===== src/rtl/ask_channel_scheduler_if.sv =====
// Receiver-side bundle between the ASK front end/display logic and the channel scheduler.
interface ask_channel_scheduler_if #(
   parameter int unsigned NCH       = 10,
   parameter int unsigned WORD_BITS = 8
);
   logic [NCH-1:0]       rx_in;
   logic                 enable;
   logic [3:0]           ch_sel;
   logic                 locked;
   logic                 demodulated;
   logic                 neg_demodulated;
   logic [WORD_BITS-1:0] word;
   logic                 new_word;

   // Stimulus/consumer side: drives receivers and run control, observes decoded data.
   modport master (
      output rx_in, enable,
      input  ch_sel, locked, demodulated, neg_demodulated, word, new_word
   );

   // Scheduler side.
   modport slave (
      input  rx_in, enable,
      output ch_sel, locked, demodulated, neg_demodulated, word, new_word
   );
endinterface


===== src/rtl/ask_channel_scheduler.sv =====
// Round-robin ASK channel scanner: locks onto an active receiver, demodulates
// bit periods by rising-edge count, assembles words and releases on carrier loss.
module ask_channel_scheduler #(
   parameter int unsigned NCH        = 10,
   parameter int unsigned DWELL      = 64,
   parameter int unsigned ACT_THRESH = 8,
   parameter int unsigned BIT_CYCLES = 32,
   parameter int unsigned BIT_THRESH = 4,
   parameter int unsigned WORD_BITS  = 8,
   parameter int unsigned LOST_BITS  = 8
) (
   input logic                     MAX10_CLK1_50,
   input logic                     rst,
   ask_channel_scheduler_if.slave  bus
);

   localparam int unsigned CH_W  = 4;
   localparam int unsigned DW_W  = $clog2(DWELL);
   localparam int unsigned CYC_W = $clog2(BIT_CYCLES);
   localparam int unsigned BC_W  = $clog2(WORD_BITS);
   localparam int unsigned ZR_W  = $clog2(LOST_BITS + 1);
   localparam int unsigned EC_W  = 8;

   typedef enum logic [1:0] {
      IDLE = 2'd0,
      SCAN = 2'd1,
      RECV = 2'd2
   } state_t;

   state_t               state_q, state_d;
   logic [NCH-1:0]       rx_s1_q, rx_s2_q;
   logic [CH_W-1:0]      ch_q, ch_d, ch_adv;
   logic [DW_W-1:0]      dwell_q, dwell_d;
   logic [EC_W-1:0]      edges_q, edges_d, edges_now;
   logic [CYC_W-1:0]     cyc_q, cyc_d;
   logic [BC_W-1:0]      bit_q, bit_d;
   logic [WORD_BITS-2:0] shift_q, shift_d;
   logic [WORD_BITS-1:0] shift_nx;
   logic [ZR_W-1:0]      zr_q, zr_d, zr_nx;
   logic                 prev_q, prev_d;
   logic                 reload_q, reload_d;
   logic                 demod_q, demod_d;
   logic                 neg_q;
   logic                 locked_q;
   logic [WORD_BITS-1:0] word_q, word_d;
   logic                 new_word_q, new_word_d;
   logic                 cur, rise, bit_val;

   // Two-flop synchronizer on every receiver input.
   always_ff @(posedge MAX10_CLK1_50 or negedge rst) begin
      if (!rst) begin
         rx_s1_q <= '0;
         rx_s2_q <= '0;
      end else begin
         rx_s1_q <= bus.rx_in;
         rx_s2_q <= rx_s1_q;
      end
   end

   // Rising-edge detect on the selected channel; saturating edge count includes this cycle.
   always_comb begin
      cur       = rx_s2_q[ch_q];
      rise      = ~reload_q & cur & ~prev_q;
      edges_now = (edges_q == '1) ? edges_q : edges_q + EC_W'(rise);
      ch_adv    = (ch_q == CH_W'(NCH - 1)) ? '0 : ch_q + CH_W'(1);
      bit_val   = (edges_now >= EC_W'(BIT_THRESH));
      shift_nx  = {shift_q, bit_val};
      zr_nx     = bit_val ? '0 : zr_q + ZR_W'(1);
   end

   // Next-state and datapath updates for scan, lock and bit/word assembly.
   always_comb begin
      state_d    = state_q;
      ch_d       = ch_q;
      dwell_d    = dwell_q;
      edges_d    = edges_now;
      cyc_d      = cyc_q;
      bit_d      = bit_q;
      shift_d    = shift_q;
      zr_d       = zr_q;
      demod_d    = demod_q;
      word_d     = word_q;
      new_word_d = 1'b0;
      prev_d     = cur;

      if (!bus.enable) begin
         state_d = IDLE;
      end else begin
         case (state_q)
            IDLE: begin
               state_d = SCAN;
               dwell_d = '0;
               edges_d = '0;
            end
            SCAN: begin
               dwell_d = dwell_q + DW_W'(1);
               if (dwell_q == DW_W'(DWELL - 1)) begin
                  dwell_d = '0;
                  edges_d = '0;
                  if (edges_now >= EC_W'(ACT_THRESH)) begin
                     state_d = RECV;
                     cyc_d   = '0;
                     bit_d   = '0;
                     shift_d = '0;
                     zr_d    = '0;
                  end else begin
                     ch_d = ch_adv;
                  end
               end
            end
            RECV: begin
               cyc_d = cyc_q + CYC_W'(1);
               if (cyc_q == CYC_W'(BIT_CYCLES - 1)) begin
                  cyc_d   = '0;
                  edges_d = '0;
                  demod_d = bit_val;
                  shift_d = shift_nx[WORD_BITS-2:0];
                  zr_d    = zr_nx;
                  if (bit_q == BC_W'(WORD_BITS - 1)) begin
                     word_d     = shift_nx;
                     new_word_d = 1'b1;
                     bit_d      = '0;
                  end else begin
                     bit_d = bit_q + BC_W'(1);
                  end
                  // Carrier loss wins the state change even when a word completes on this bit.
                  if (zr_nx >= ZR_W'(LOST_BITS)) begin
                     state_d = SCAN;
                     ch_d    = ch_adv;
                     demod_d = 1'b0;
                     dwell_d = '0;
                  end
               end
            end
            default: state_d = IDLE;
         endcase
      end

      // Suppress a false edge right after a channel switch or state entry.
      reload_d = (state_d != state_q) || (ch_d != ch_q);
   end

   // State, counters and registered outputs.
   always_ff @(posedge MAX10_CLK1_50 or negedge rst) begin
      if (!rst) begin
         state_q    <= IDLE;
         ch_q       <= '0;
         dwell_q    <= '0;
         edges_q    <= '0;
         cyc_q      <= '0;
         bit_q      <= '0;
         shift_q    <= '0;
         zr_q       <= '0;
         prev_q     <= 1'b0;
         reload_q   <= 1'b1;
         demod_q    <= 1'b0;
         neg_q      <= 1'b1;
         locked_q   <= 1'b0;
         word_q     <= '0;
         new_word_q <= 1'b0;
      end else begin
         state_q    <= state_d;
         ch_q       <= ch_d;
         dwell_q    <= dwell_d;
         edges_q    <= edges_d;
         cyc_q      <= cyc_d;
         bit_q      <= bit_d;
         shift_q    <= shift_d;
         zr_q       <= zr_d;
         prev_q     <= prev_d;
         reload_q   <= reload_d;
         demod_q    <= demod_d;
         neg_q      <= ~demod_d;
         locked_q   <= (state_d == RECV);
         word_q     <= word_d;
         new_word_q <= new_word_d;
      end
   end

   assign bus.ch_sel          = ch_q;
   assign bus.locked          = locked_q;
   assign bus.demodulated     = demod_q;
   assign bus.neg_demodulated = neg_q;
   assign bus.word            = word_q;
   assign bus.new_word        = new_word_q;

endmodule


===== src/flat_wrapper.sv =====
// flat-port wrapper written by rule: the top's interface ports become plain ports
module ask_channel_scheduler_flat 
#(
   parameter int unsigned NCH        = 10,
   parameter int unsigned DWELL      = 64,
   parameter int unsigned ACT_THRESH = 8,
   parameter int unsigned BIT_CYCLES = 32,
   parameter int unsigned BIT_THRESH = 4,
   parameter int unsigned WORD_BITS  = 8,
   parameter int unsigned LOST_BITS  = 8
)
  (MAX10_CLK1_50, rst, bus_rx_in, bus_enable, bus_ch_sel, bus_locked, bus_demodulated, bus_neg_demodulated, bus_word, bus_new_word);
  ask_channel_scheduler_if #(.NCH(NCH), .WORD_BITS(WORD_BITS)) bus_i ();
  input logic MAX10_CLK1_50;
  input logic rst;
  input wire logic [$bits(bus_i.rx_in)-1:0] bus_rx_in;
  input wire logic [$bits(bus_i.enable)-1:0] bus_enable;
  output wire logic [$bits(bus_i.ch_sel)-1:0] bus_ch_sel;
  output wire logic [$bits(bus_i.locked)-1:0] bus_locked;
  output wire logic [$bits(bus_i.demodulated)-1:0] bus_demodulated;
  output wire logic [$bits(bus_i.neg_demodulated)-1:0] bus_neg_demodulated;
  output wire logic [$bits(bus_i.word)-1:0] bus_word;
  output wire logic [$bits(bus_i.new_word)-1:0] bus_new_word;
  assign bus_i.rx_in = bus_rx_in;
  assign bus_i.enable = bus_enable;
  assign bus_ch_sel = bus_i.ch_sel;
  assign bus_locked = bus_i.locked;
  assign bus_demodulated = bus_i.demodulated;
  assign bus_neg_demodulated = bus_i.neg_demodulated;
  assign bus_word = bus_i.word;
  assign bus_new_word = bus_i.new_word;
  ask_channel_scheduler #(.NCH(NCH), .DWELL(DWELL), .ACT_THRESH(ACT_THRESH), .BIT_CYCLES(BIT_CYCLES), .BIT_THRESH(BIT_THRESH), .WORD_BITS(WORD_BITS), .LOST_BITS(LOST_BITS)) u_core (.MAX10_CLK1_50(MAX10_CLK1_50), .rst(rst), .bus(bus_i));
endmodule

===== config.mk =====
export PLATFORM = sky130hd
export DESIGN_NAME = ask_channel_scheduler_flat
export DESIGN_NICKNAME = d
export VERILOG_FILES = /design/src/rtl/ask_channel_scheduler_if.sv /design/src/rtl/ask_channel_scheduler.sv /design/src/flat_wrapper.sv
export SDC_FILE = /design/constraint.sdc
export NUM_CORES = 1
export LEC_CHECK = 0
export CAP_MARGIN = 20
export CELL_PAD_IN_SITES_DETAIL_PLACEMENT = 0
export CELL_PAD_IN_SITES_GLOBAL_PLACEMENT = 1
export CORE_ASPECT_RATIO = 1.5
export CORE_MARGIN = 1
export CORE_UTILIZATION = 51
export CTS_BUF_LIST = sky130_fd_sc_hd__clkbuf_8
export CTS_CLUSTER_DIAMETER = 150
export DETAILED_ROUTE_END_ITERATION = 8
export PLACE_DENSITY = 0.92
export SETUP_SLACK_MARGIN = 0.4
export SYNTH_ARGS = -nofsm -noshare
export SYNTH_HDL_FRONTEND = slang
export SYNTH_SLANG_ARGS = --single-unit

===== constraint.sdc =====
create_clock -name MAX10_CLK1_50 -period 7.12 [get_ports MAX10_CLK1_50]
set_input_delay 2.136 -clock MAX10_CLK1_50 [delete_from_list [all_inputs] [get_ports MAX10_CLK1_50]]
set_output_delay 2.136 -clock MAX10_CLK1_50 [all_outputs]
set_load 0.005 [all_outputs]

==> results of run 1 <==
## placed cells by master (no fill, tap or decap), types with 5 or more instances in the layout
master	n
and3_1	8
nand2b_1	5
inv_1	18
and2_1	5
ha_1	14
nor2_1	20
nand2_1	35
clkdlybuf4s50_1	27
nand3_1	16
xnor2_1	7
nand4_1	5
clkbuf_8	9
o21ai_0	31
dfrtp_1	71
a21oi_1	12
## worst min path at each step
stage | from | to | slack (ns) | cells after the start
after floorplan | u_core.rx_s1_q[0]$_DFF_PN0_ | u_core.rx_s2_q[0]$_DFF_PN0_ | 0.33 | 0
after global placement | u_core.rx_s1_q[1]$_DFF_PN0_ | u_core.rx_s2_q[1]$_DFF_PN0_ | 0.33 | 0
after detailed placement | u_core.rx_s1_q[7]$_DFF_PN0_ | u_core.rx_s2_q[7]$_DFF_PN0_ | 0.34 | 0
after CTS | u_core.rx_s1_q[2]$_DFF_PN0_ | u_core.rx_s2_q[2]$_DFF_PN0_ | 0.36 | 0
after global routing | u_core.rx_s1_q[2]$_DFF_PN0_ | u_core.rx_s2_q[2]$_DFF_PN0_ | 0.36 | 0
final | u_core.rx_s1_q[7]$_DFF_PN0_ | u_core.rx_s2_q[7]$_DFF_PN0_ | 0.36 | 0
## final cells by class
class                           instances  area [um2]  share of cell area
Sequential cell                        73        1829              0.4739
Multi-Input combinational cell        220        1399              0.3624
Timing Repair Buffer                   29       282.8             0.07326
Clock buffer                            9       123.9             0.03209
Tap cell                               74       92.59             0.02399
Inverter                               18       67.56             0.01750
Clock inverter                          7       65.06             0.01686
## cell families (layout without fill, tap and decap cells)
group           after synthesis  after routing  synth area share
compound gates               72             72            0.1314
xor+xnor                      8              8           0.02078
fa+ha+maj                    14             14           0.05195
buf+inv                      33             63           0.04267
flops                        73             73            0.5425
mux                           8              8           0.03228
simple gates                118            118            0.1785
## power by group through the flow
| stage | clock network [mW] | logic (mW) | registers [mW] |
|---|---|---|---|
| after global routing | 0.335 | 0.0492 | 0.438 |
| after CTS | 0.319 | 0.0435 | 0.436 |
| after global placement | 0 | 0.0423 | 0.444 |
| final | 0.312 | 0.0422 | 0.436 |
| after detailed placement | 0 | 0.0431 | 0.445 |
| after floorplan | 0 | 0.0221 | 0.442 |
## registers in the layout, indices dropped and copies added, names as in the netlist, 4 cells and up
register	count
u_core.bus.word	8
u_core.rx_s1_q	10
u_core.shift_q	7
u_core.dwell_q	6
u_core.cyc_q	5
u_core.rx_s2_q	10
u_core.bus.ch_sel	4
u_core.edges_q	8
u_core.zr_q	4
## layer usage
layer  part of all wire  up-vias  GRT usage
met5                  0        -          0
met4              0.029        0     0.1394
met3              0.029       17    0.04279
met2               0.54       39     0.3688
met1               0.40     1180     0.2502
li1                   -     1201          -
## critical path: cells and delay by family (launching register included)
kind                     cells  cell delay (ns)
AO/OA/AOI/OAI                7             1.46
multiplexers                 2             0.71
flip-flops                   1             0.58
AND/OR/NAND/NOR              2             0.49
adder cells (fa/ha/maj)      2             0.45
## metrics by stage
step	utilization	power [mW]	setup slack [ns]	cell area [um2]
floorplan	-	0.4642	3.620	3372
global placement	0.5862	0.4866	3.308	3671
detailed placement	0.5862	0.4877	3.252	3671
CTS	0.6164	0.7987	3.303	3860
global route	0.6164	0.8219	2.901	3860
finish	0.6164	0.7903	3.308	3860
==> impl_metrics.env, run 1 <==
export IMPL_ys_ff_latch=73
export IMPL_cp_slowest_cell="dfrtp_1"
export IMPL_yosys_top_cells_area="dfrtp_1, ha_1, o21ai_0, nand2_1, nand3_1"
export IMPL_postCtsHoldBufs=0
export IMPL_p_leak_nw=1.711
export IMPL_port_buffers=28
export IMPL_ys_seq_area_frac=0.5425
export IMPL_clk_pin_slew_ns=0.09
export IMPL_async_flop_share=1.000
export IMPL_wl_per_cell_um=15.10
export IMPL_seqPwrFrac=0.552
export IMPL_viasPerCell=5.667
export IMPL_drt_iter0_drc=208
export IMPL_rr_startpoint="u_core.bus.ch_sel[0]$_DFF_PN0_"
export IMPL_rows=35
export IMPL_drive_gt1_frac=0.08427
export IMPL_critical_path_endpoint="u_core.bus.ch_sel[2]$_DFF_PN0_"
export IMPL_syn_to_final_growth_pct=14.47
export IMPL_route_vias_total=2437
export IMPL_htreeDepth=3
export IMPL_regToRegSetupSlack_ns=3.31
export IMPL_dieArea_um2=6947
export IMPL_crit_arrival_ns=4.05
export IMPL_start_util=0.5385
export IMPL_clockRootBuffer="clkbuf_8"
export IMPL_nets=378
export IMPL_cp_startpoint="u_core.bus.ch_sel[0]$_DFF_PN0_"
export IMPL_yosys_top_cells_count="dfrtp_1, nand2_1, o21ai_0"
export IMPL_clockPowerShare=0.395
export IMPL_internal_power_mw=0.5820
export IMPL_drc_errors=0
export IMPL_critical_path_class="reg2reg"
export IMPL_fillers=545
export IMPL_yosysWarningCount=0
export IMPL_finalHoldViolCount=0
export IMPL_diodes=0
export IMPL_grt_overflow_total=0
export IMPL_numCtsBuffers=9
export IMPL_yosysUniqueCellTypes=52
export IMPL_clock_latency_ns=0.36
export IMPL_core_um2=6262
export IMPL_worstPathRequired_ns=7.36
export IMPL_peakVddDrop_v=0.0001631
export IMPL_hold_ws_ns=0.3552
export IMPL_syn_num_nets=353
export IMPL_cts_setup_buffers=0
export IMPL_synth_edf_count=0
export IMPL_switching_share=0.2636
export IMPL_setup_viol=0
export IMPL_worst_slew_pin_slew_ns=0.8853
export IMPL_skew_ns=0.01048
export IMPL_maxCapViolations=0
export IMPL_cts_sinks=73
export IMPL_post_dp_hpwl_mm=4.603
export IMPL_max_stage_delay_ns=0.58
export IMPL_synthesis_instances=326
export IMPL_dp_cells=414
export IMPL_yosysTopAreaCellShare=0.5269
export IMPL_r2r_cells=13
export IMPL_rsz0062_at_grt="no"
export IMPL_chipWidth_um=68.39
export IMPL_p_per_area_nw_per_um2=204.8
export IMPL_finalCriticalPeriod_ns=3.812
export IMPL_instances_no_fill=430
export IMPL_grt_use_total=0.2204
export IMPL_worstSetupEndpointType="register"
export IMPL_postCtsResizedCells=0
export IMPL_firstDrtPassIters=4
export IMPL_max_freq_mhz=262.4
export IMPL_grt_pass1_vias=2511
export IMPL_synth_most_common_cell="dfrtp_1"
export IMPL_die_h_um=101.6
export IMPL_synth_ff_type="dfrtp_1"
export IMPL_slew_viol_final=0
export IMPL_synth_area_um2=3372
export IMPL_clockBufferDepth=2
export IMPL_drt_total_wl_mm=6.491
export IMPL_maxSlewHeadroom=0.4098
export IMPL_antenna_found_initial=0
export IMPL_ios=29
export IMPL_synth_top_area_cell="dfrtp_1"
export IMPL_path_max_fanout=11
export IMPL_pwr_share_comb=0.053
export IMPL_timing_final_crit_share=0.5353
export IMPL_power_switching_mw=0.2084
export IMPL_min_path_type="reg2reg"
export IMPL_path_cells="mux4_2 -> mux2i_1 -> o22ai_1 -> nor3b_1 -> ha_1 -> ha_1 -> a31oi_1 -> a21oi_1 -> o32ai_1 -> a31oi_1 -> nand3b_1 -> o21ai_0 -> o31ai_1"
export IMPL_startpoint_type="register"
export IMPL_cts_tree="done"
export IMPL_reg2reg_to="u_core.bus.ch_sel[2]$_DFF_PN0_"
export IMPL_status="complete, no violations"
export IMPL_gp_congestion=0.8125
export IMPL_setup_tns_final_ns=0
export IMPL_avgSynthCellArea_um2=10.34
export IMPL_grt_first_pass_wirelength_mm=11.18
export IMPL_grt_start_max_net_pins=74
export IMPL_ant_nets=0
No activity file was read; power rests on OpenSTA's default activity.
==> run 2, diff against run 1 <==
- CORE_UTILIZATION: 51 -> 47
- PLACE_DENSITY: 0.92 -> 0.86
- clock period: 7.12 -> 3.6 ns (I/O delays scaled with it)
==> run 2 against run 1 <==
  * The run now ends with design-rule violations left
  * Hold slack got worse by 0.0033 ns
  * Critical path depth did not move
  * Sequential share of layout area fell by 5.5 points
  * Final cell count rose by 5.8%
  * Sequential power rose by 98%
  * Register-to-register slack got worse by 3.0 ns
  * Critical endpoint is now u_core.reload_q$_DFF_PN1_
==> impl_metrics.env, run 2 (synthesized netlist as in run 1, its figures left out) <==
export IMPL_worstSetupEndpointType="register"
export IMPL_switching_share=0.2444
export IMPL_finalCriticalPeriod_ns=3.325
export IMPL_setup_tns_final_ns=0
export IMPL_violations="design-rule violations"
export IMPL_seq_area_um2=1831
export IMPL_nets=399
export IMPL_max_freq_mhz=300.8
export IMPL_clockPowerShare=0.402
export IMPL_reg_top3="u_core.rx_s1_q: 10 flops, u_core.rx_s2_q: 10 flops"
export IMPL_clk_pin_slew_ns=0.08
export IMPL_path_cells="mux4_2 -> mux2i_1 -> o22ai_2 -> nor3b_2 -> ha_2 -> ha_4 -> a31oi_4 -> a21oi_2 -> o32a_1 -> or4_4 -> a21oi_2 -> a31o_1 -> o2111ai_1"
export IMPL_p_leak_nw=1.868
export IMPL_worst_path_buf_inv=0
export IMPL_clock_latency_ns=0.35
export IMPL_critical_path_endpoint="u_core.reload_q$_DFF_PN1_"
export IMPL_place_area_um2=3759
export IMPL_clockBufferDepth=2
export IMPL_p_per_area_nw_per_um2=369.2
export IMPL_antenna_found_initial=0
export IMPL_drt_total_wl_mm=7.339
export IMPL_critical_path_class="reg2reg"
export IMPL_layout_commonest_cell="dfrtp_1"
export IMPL_drive_gt1_frac=0.2387
export IMPL_die_h_um=105.7
export IMPL_path_common_cell="a21oi_2"
export IMPL_grt_first_pass_wirelength_mm=12.44
export IMPL_critical_path_top_delay_family="compound AO/OA/AOI/OAI gates"
export IMPL_preCtsSetupSlack_ns=-0.01216
export IMPL_worst_slew_pin_slew_ns=0.8603
export IMPL_total_power_mw=1.612
export IMPL_path_depth=13
export IMPL_firstDrtPassIters=8
export IMPL_wl_per_cell_um=16.13
export IMPL_cp_slowest_cell="mux4_2"
export IMPL_cp_startpoint="u_core.bus.ch_sel[0]$_DFF_PN0_"
export IMPL_pwr_share_comb=0.061
export IMPL_cts_tree="done"
export IMPL_skew_ns=0.006776
export IMPL_postCtsHoldBufs=0
export IMPL_rows=37
export IMPL_crit_arrival_ns=3.60
export IMPL_slew_viol_final=0
export IMPL_worstPathRequired_ns=3.87
export IMPL_fin_area_um2=4365
export IMPL_fin_util=0.6329
export IMPL_regToRegSetupSlack_ns=0.28
export IMPL_ios=29
export IMPL_viasPerCell=5.677
export IMPL_syn_to_final_growth_pct=29.46
export IMPL_gp_congestion=0.8267
export IMPL_rsz0062_at_grt="yes"
export IMPL_min_path_type="reg2reg"
export IMPL_clockRootBuffer="clkbuf_8"
export IMPL_multi_input_area_um2=1683
export IMPL_max_stage_delay_ns=0.52
export IMPL_rr_startpoint="u_core.bus.ch_sel[0]$_DFF_PN0_"
export IMPL_cts_sinks=73
export IMPL_core_um2=6898
export IMPL_drc_errors=3
export IMPL_ant_nets=0
export IMPL_maxCapViolations=0
export IMPL_chipWidth_um=71.16
export IMPL_port_buffers=28
export IMPL_grt_start_max_net_pins=43
export IMPL_grt_overflow_total=0
export IMPL_r2r_cells=13
export IMPL_maxSlewHeadroom=0.4264
export IMPL_diodes=0
export IMPL_route_vias_total=2583
export IMPL_grt_pass1_vias=2598
export IMPL_grt_use_total=0.2170
export IMPL_setup_viol=0
export IMPL_internal_power_mw=1.218
export IMPL_peakVddDrop_v=0.0002513
export IMPL_start_util=0.4888
export IMPL_final_cell_mix="dfrtp_1, nand2_1, clkdlybuf4s50_1"
export IMPL_finalHoldViolCount=0
export IMPL_dieArea_um2=7524
export IMPL_layout_setup_ws_ns=0.2754
export IMPL_timing_final_crit_share=0.9235
export IMPL_fillers=544
export IMPL_power_switching_mw=0.3940
export IMPL_status="complete, but fails checks"
export IMPL_post_dp_hpwl_mm=4.832
export IMPL_htreeDepth=3
export IMPL_seqPwrFrac=0.537
export IMPL_numCtsBuffers=9
export IMPL_path_max_fanout=4
export IMPL_reg2reg_to="u_core.reload_q$_DFF_PN1_"
export IMPL_drt_iter0_drc=146
export IMPL_startpoint_type="register"
-- run 2: per-stage QoR --
step | hold WS [ns] | instances
detailed placement | 0.3347 | 425
floorplan | 0.3312 | 326
global placement | 0.3348 | 425
CTS | 0.3539 | 451
global route | 0.3548 | 455
finish | 0.3519 | 455
-- run 2: cell type report --
cell class | count | area share
timing repair buffer | 49 | 0.1112
clock inverter | 7 | 0.01777
inverter | 18 | 0.01548
tap | 78 | 0.02236
multi-input combinational | 221 | 0.3855
sequential | 73 | 0.4193
clock buffer | 9 | 0.02837
-- run 2: metal layers --
layer | vias to the layer above | routed length, um | GRT usage
li1 | 1245 | - | -
met1 | 1271 | 2936 | 0.2462
met2 | 53 | 4014 | 0.3816
met3 | 14 | 218 | 0.05545
met4 | 0 | 170 | 0.08857
met5 | - | 0 | 0
-- run 2: power by group through the flow --
| stage | Clock (mW) | Combinational (mW) | Sequential (mW) |
|---|---|---|---|
| floorplan | 0 | 0.0443 | 0.875 |
| global placement | 0 | 0.0870 | 0.878 |
| detailed placement | 0 | 0.0892 | 0.880 |
| CTS | 0.674 | 0.0935 | 0.865 |
| global route | 0.707 | 0.111 | 0.869 |
| finish | 0.648 | 0.0987 | 0.865 |
-- run 2: worst min-delay path by stage --
stage | startpoint | end | slack (ns) | depth (start not counted)
2_1_floorplan | u_core.rx_s1_q[0]$_DFF_PN0_ | u_core.rx_s2_q[0]$_DFF_PN0_ | 0.33 | 0
4_1_cts | u_core.rx_s1_q[3]$_DFF_PN0_ | u_core.rx_s2_q[3]$_DFF_PN0_ | 0.35 | 0
3_5_place_dp | u_core.rx_s1_q[3]$_DFF_PN0_ | u_core.rx_s2_q[3]$_DFF_PN0_ | 0.33 | 0
6_report | u_core.rx_s1_q[3]$_DFF_PN0_ | u_core.rx_s2_q[3]$_DFF_PN0_ | 0.35 | 0
5_1_grt | u_core.rx_s1_q[3]$_DFF_PN0_ | u_core.rx_s2_q[3]$_DFF_PN0_ | 0.35 | 0
3_3_place_gp | u_core.rx_s1_q[8]$_DFF_PN0_ | u_core.rx_s2_q[8]$_DFF_PN0_ | 0.33 | 0
-- run 2: repair_timing --
item,4_1_cts,5_1_grt
buffers inserted,9,3
endpoints found under the setup margin,36,35
hold endpoints to repair,0,0
cloned,1,1
pin swaps,13,18
resized for setup,32,42
==> run 3, diff against run 2 <==
- CORE_UTILIZATION: 47 -> 45
- HOLD_SLACK_MARGIN: default -> 0.03
- PLACE_DENSITY: 0.86 -> 0.83
==> run 3 against run 2 <==
  * The run now ends clean
  * Clock-buffer cell count rose by 1
  * Via count rose by 2.0%
  * Register-to-register slack got worse by 0.05 ns
  * Setup slack got worse by 0.052 ns
  * Routed wire length rose by 3.2%
  * First-iteration DRC count rose by 18%
  * Final cell count rose by 6.4%
  * Hold slack got worse by 0.0072 ns
  * Total power fell by 3.5%
  * Die area rose by 4.3%
  * Critical endpoint unchanged
==> impl_metrics.env, run 3 (synthesized netlist as in run 1, its figures left out) <==
export IMPL_htreeDepth=3
export IMPL_port_buffers=28
export IMPL_rr_startpoint="u_core.bus.ch_sel[0]$_DFF_PN0_"
export IMPL_worst_slew_pin_slew_ns=0.6395
export IMPL_layout_setup_ws_ns=0.2232
export IMPL_drt_iter0_drc=173
export IMPL_route_vias_total=2634
export IMPL_p_per_area_nw_per_um2=346.9
export IMPL_drt_total_wl_mm=7.573
export IMPL_max_freq_mhz=296.1
export IMPL_dieArea_um2=7851
export IMPL_skew_ns=0.009841
export IMPL_r2r_cells=13
export IMPL_slew_viol_final=0
export IMPL_instances_no_fill=484
export IMPL_layout_commonest_cell="dfrtp_1"
export IMPL_grt_start_max_net_pins=30
export IMPL_chipWidth_um=72.68
export IMPL_nets=406
export IMPL_die_h_um=108.0
export IMPL_worstHoldStart="u_core.rx_s1_q[9]$_DFF_PN0_"
export IMPL_reg_top3="u_core.rx_s1_q: 10 flops, u_core.rx_s2_q: 10 flops"
export IMPL_final_cell_mix="dfrtp_1, nand2_1, clkdlybuf4s50_1"
export IMPL_max_stage_delay_ns=0.52
export IMPL_grt_first_pass_wirelength_mm=12.08
export IMPL_grt_use_total=0.2031
export IMPL_cts_sinks=73
export IMPL_rows=38
export IMPL_preCtsSetupSlack_ns=0.1250
export IMPL_core_um2=7227
export IMPL_worstSetupEndpointType="register"
export IMPL_setup_viol=0
export IMPL_rsz0062_at_grt="yes"
export IMPL_dp_cells=450
export IMPL_p_leak_nw=1.905
export IMPL_reg2reg_to="u_core.reload_q$_DFF_PN1_"
export IMPL_timing_final_crit_share=0.9380
export IMPL_ant_nets=0
export IMPL_holdPathEnd="u_core.rx_s2_q[9]$_DFF_PN0_"
export IMPL_gp_congestion=0.8410
export IMPL_critical_path_class="reg2reg"
export IMPL_syn_to_final_growth_pct=32.99
export IMPL_clockBufferDepth=2
export IMPL_drive_gt1_frac=0.2891
export IMPL_min_path_type="reg2reg"
export IMPL_postCtsHoldBufs=0
export IMPL_antenna_found_initial=0
export IMPL_status="complete, no violations"
export IMPL_peakVddDrop_v=0.0002563
export IMPL_path_max_fanout=5
export IMPL_setup_tns_final_ns=0
export IMPL_grt_overflow_total=0
export IMPL_finalHoldViolCount=0
export IMPL_grt_pass1_vias=2652
export IMPL_post_dp_hpwl_mm=4.976
export IMPL_worstPathRequired_ns=3.87
export IMPL_clockRootBuffer="clkbuf_8"
export IMPL_cp_slowest_cell="mux4_2"
export IMPL_numCtsBuffers=9
export IMPL_cts_tree="done"
export IMPL_firstDrtPassIters=5
export IMPL_total_power_mw=1.556
export IMPL_diodes=0
export IMPL_start_util=0.4666
export IMPL_maxCapViolations=0
export IMPL_regToRegSetupSlack_ns=0.22
export IMPL_wl_per_cell_um=15.65
export IMPL_hold_ws_ns=0.3447
export IMPL_clk_pin_slew_ns=0.08
export IMPL_viasPerCell=5.442
export IMPL_path_cells="mux4_2 -> mux2i_2 -> o22ai_2 -> nor3b_2 -> ha_2 -> ha_4 -> a31oi_4 -> a21oi_4 -> o32a_1 -> or4_1 -> a21oi_1 -> a31o_1 -> o2111ai_2"
export IMPL_crit_arrival_ns=3.64
export IMPL_startpoint_type="register"
export IMPL_ios=29
export IMPL_maxSlewHeadroom=0.5737
export IMPL_clock_latency_ns=0.35
export IMPL_drc_errors=0
export IMPL_hold_depth=0
export IMPL_finalCriticalPeriod_ns=3.377
run 3: cell count changes in the layout (fill, tap and decap cells not counted), sizes merged:
cell and change:
clkinvlp +2, buf +8, clkinv -1, inv -1, bufinv -1
run 3: final cells by class:
cell class	instances	area [um2]
Multi-Input combinational cell	221	1767
Timing Repair Buffer	56	513.0
Tap cell	100	125.1
Fill cell	610	2743
Clock inverter	6	43.79
Clock buffer	10	137.6
Sequential cell	73	1831
Inverter	18	67.56
run 3: routing by layer:
layer	up-vias	track usage	wire (um)
met5	-	0	0
met4	0	0.09944	184
met3	15	0.05499	195
met2	35	0.3511	4104
met1	1330	0.2278	3089
li1	1254	-	-
run 3: power breakdown:
part	total, mW	internal (mW)	leakage, nW	switching [mW]
Sequential	0.866	0.848	0.917	0.0182
Clock	0.582	0.269	0.0863	0.312
Combinational	0.108	0.0480	0.902	0.0601
Total	1.56	1.17	1.91	0.390
run 3: worst max-delay path by stage:
stage / slack [ns] / startpoint / endpoint / depth (start not counted)
detailed placement: 0.12 / u_core.bus.ch_sel[3]$_DFF_PN0_ / u_core.shift_q[2]$_DFFE_PN0P_ / 13
global placement: 0.18 / u_core.bus.ch_sel[3]$_DFF_PN0_ / u_core.shift_q[2]$_DFFE_PN0P_ / 13
finish: 0.22 / u_core.bus.ch_sel[0]$_DFF_PN0_ / u_core.reload_q$_DFF_PN1_ / 13
CTS: 0.24 / u_core.bus.ch_sel[0]$_DFF_PN0_ / u_core.reload_q$_DFF_PN1_ / 13
global route: 0.07 / u_core.bus.ch_sel[0]$_DFF_PN0_ / u_core.reload_q$_DFF_PN1_ / 13
floorplan: 0.22 / u_core.bus.ch_sel[0]$_DFF_PN0_ / u_core.reload_q$_DFF_PN1_ / 15
run 3: critical path: cells and delay by family, from the launching register on:
family / cells / cell delay (ns)
AOI/OAI and AO/OA: 7 / 1.14
muxes: 2 / 0.71
and+or+nand+nor: 2 / 0.64
DFF: 1 / 0.41
adders and majority gates: 2 / 0.38
run 3: repair_timing:
item,CTS,global route
buffers inserted,8,8
pin swaps,12,28
resized for setup,21,75
setup endpoints to repair,31,35
cloned,0,2
run 3: per-stage QoR:
step,cell area [um2],util
finish,4484,0.6205
CTS,4129,0.5713
detailed placement,3796,0.5253
global placement,3796,0.5253
global route,4484,0.6205
floorplan,3397,-
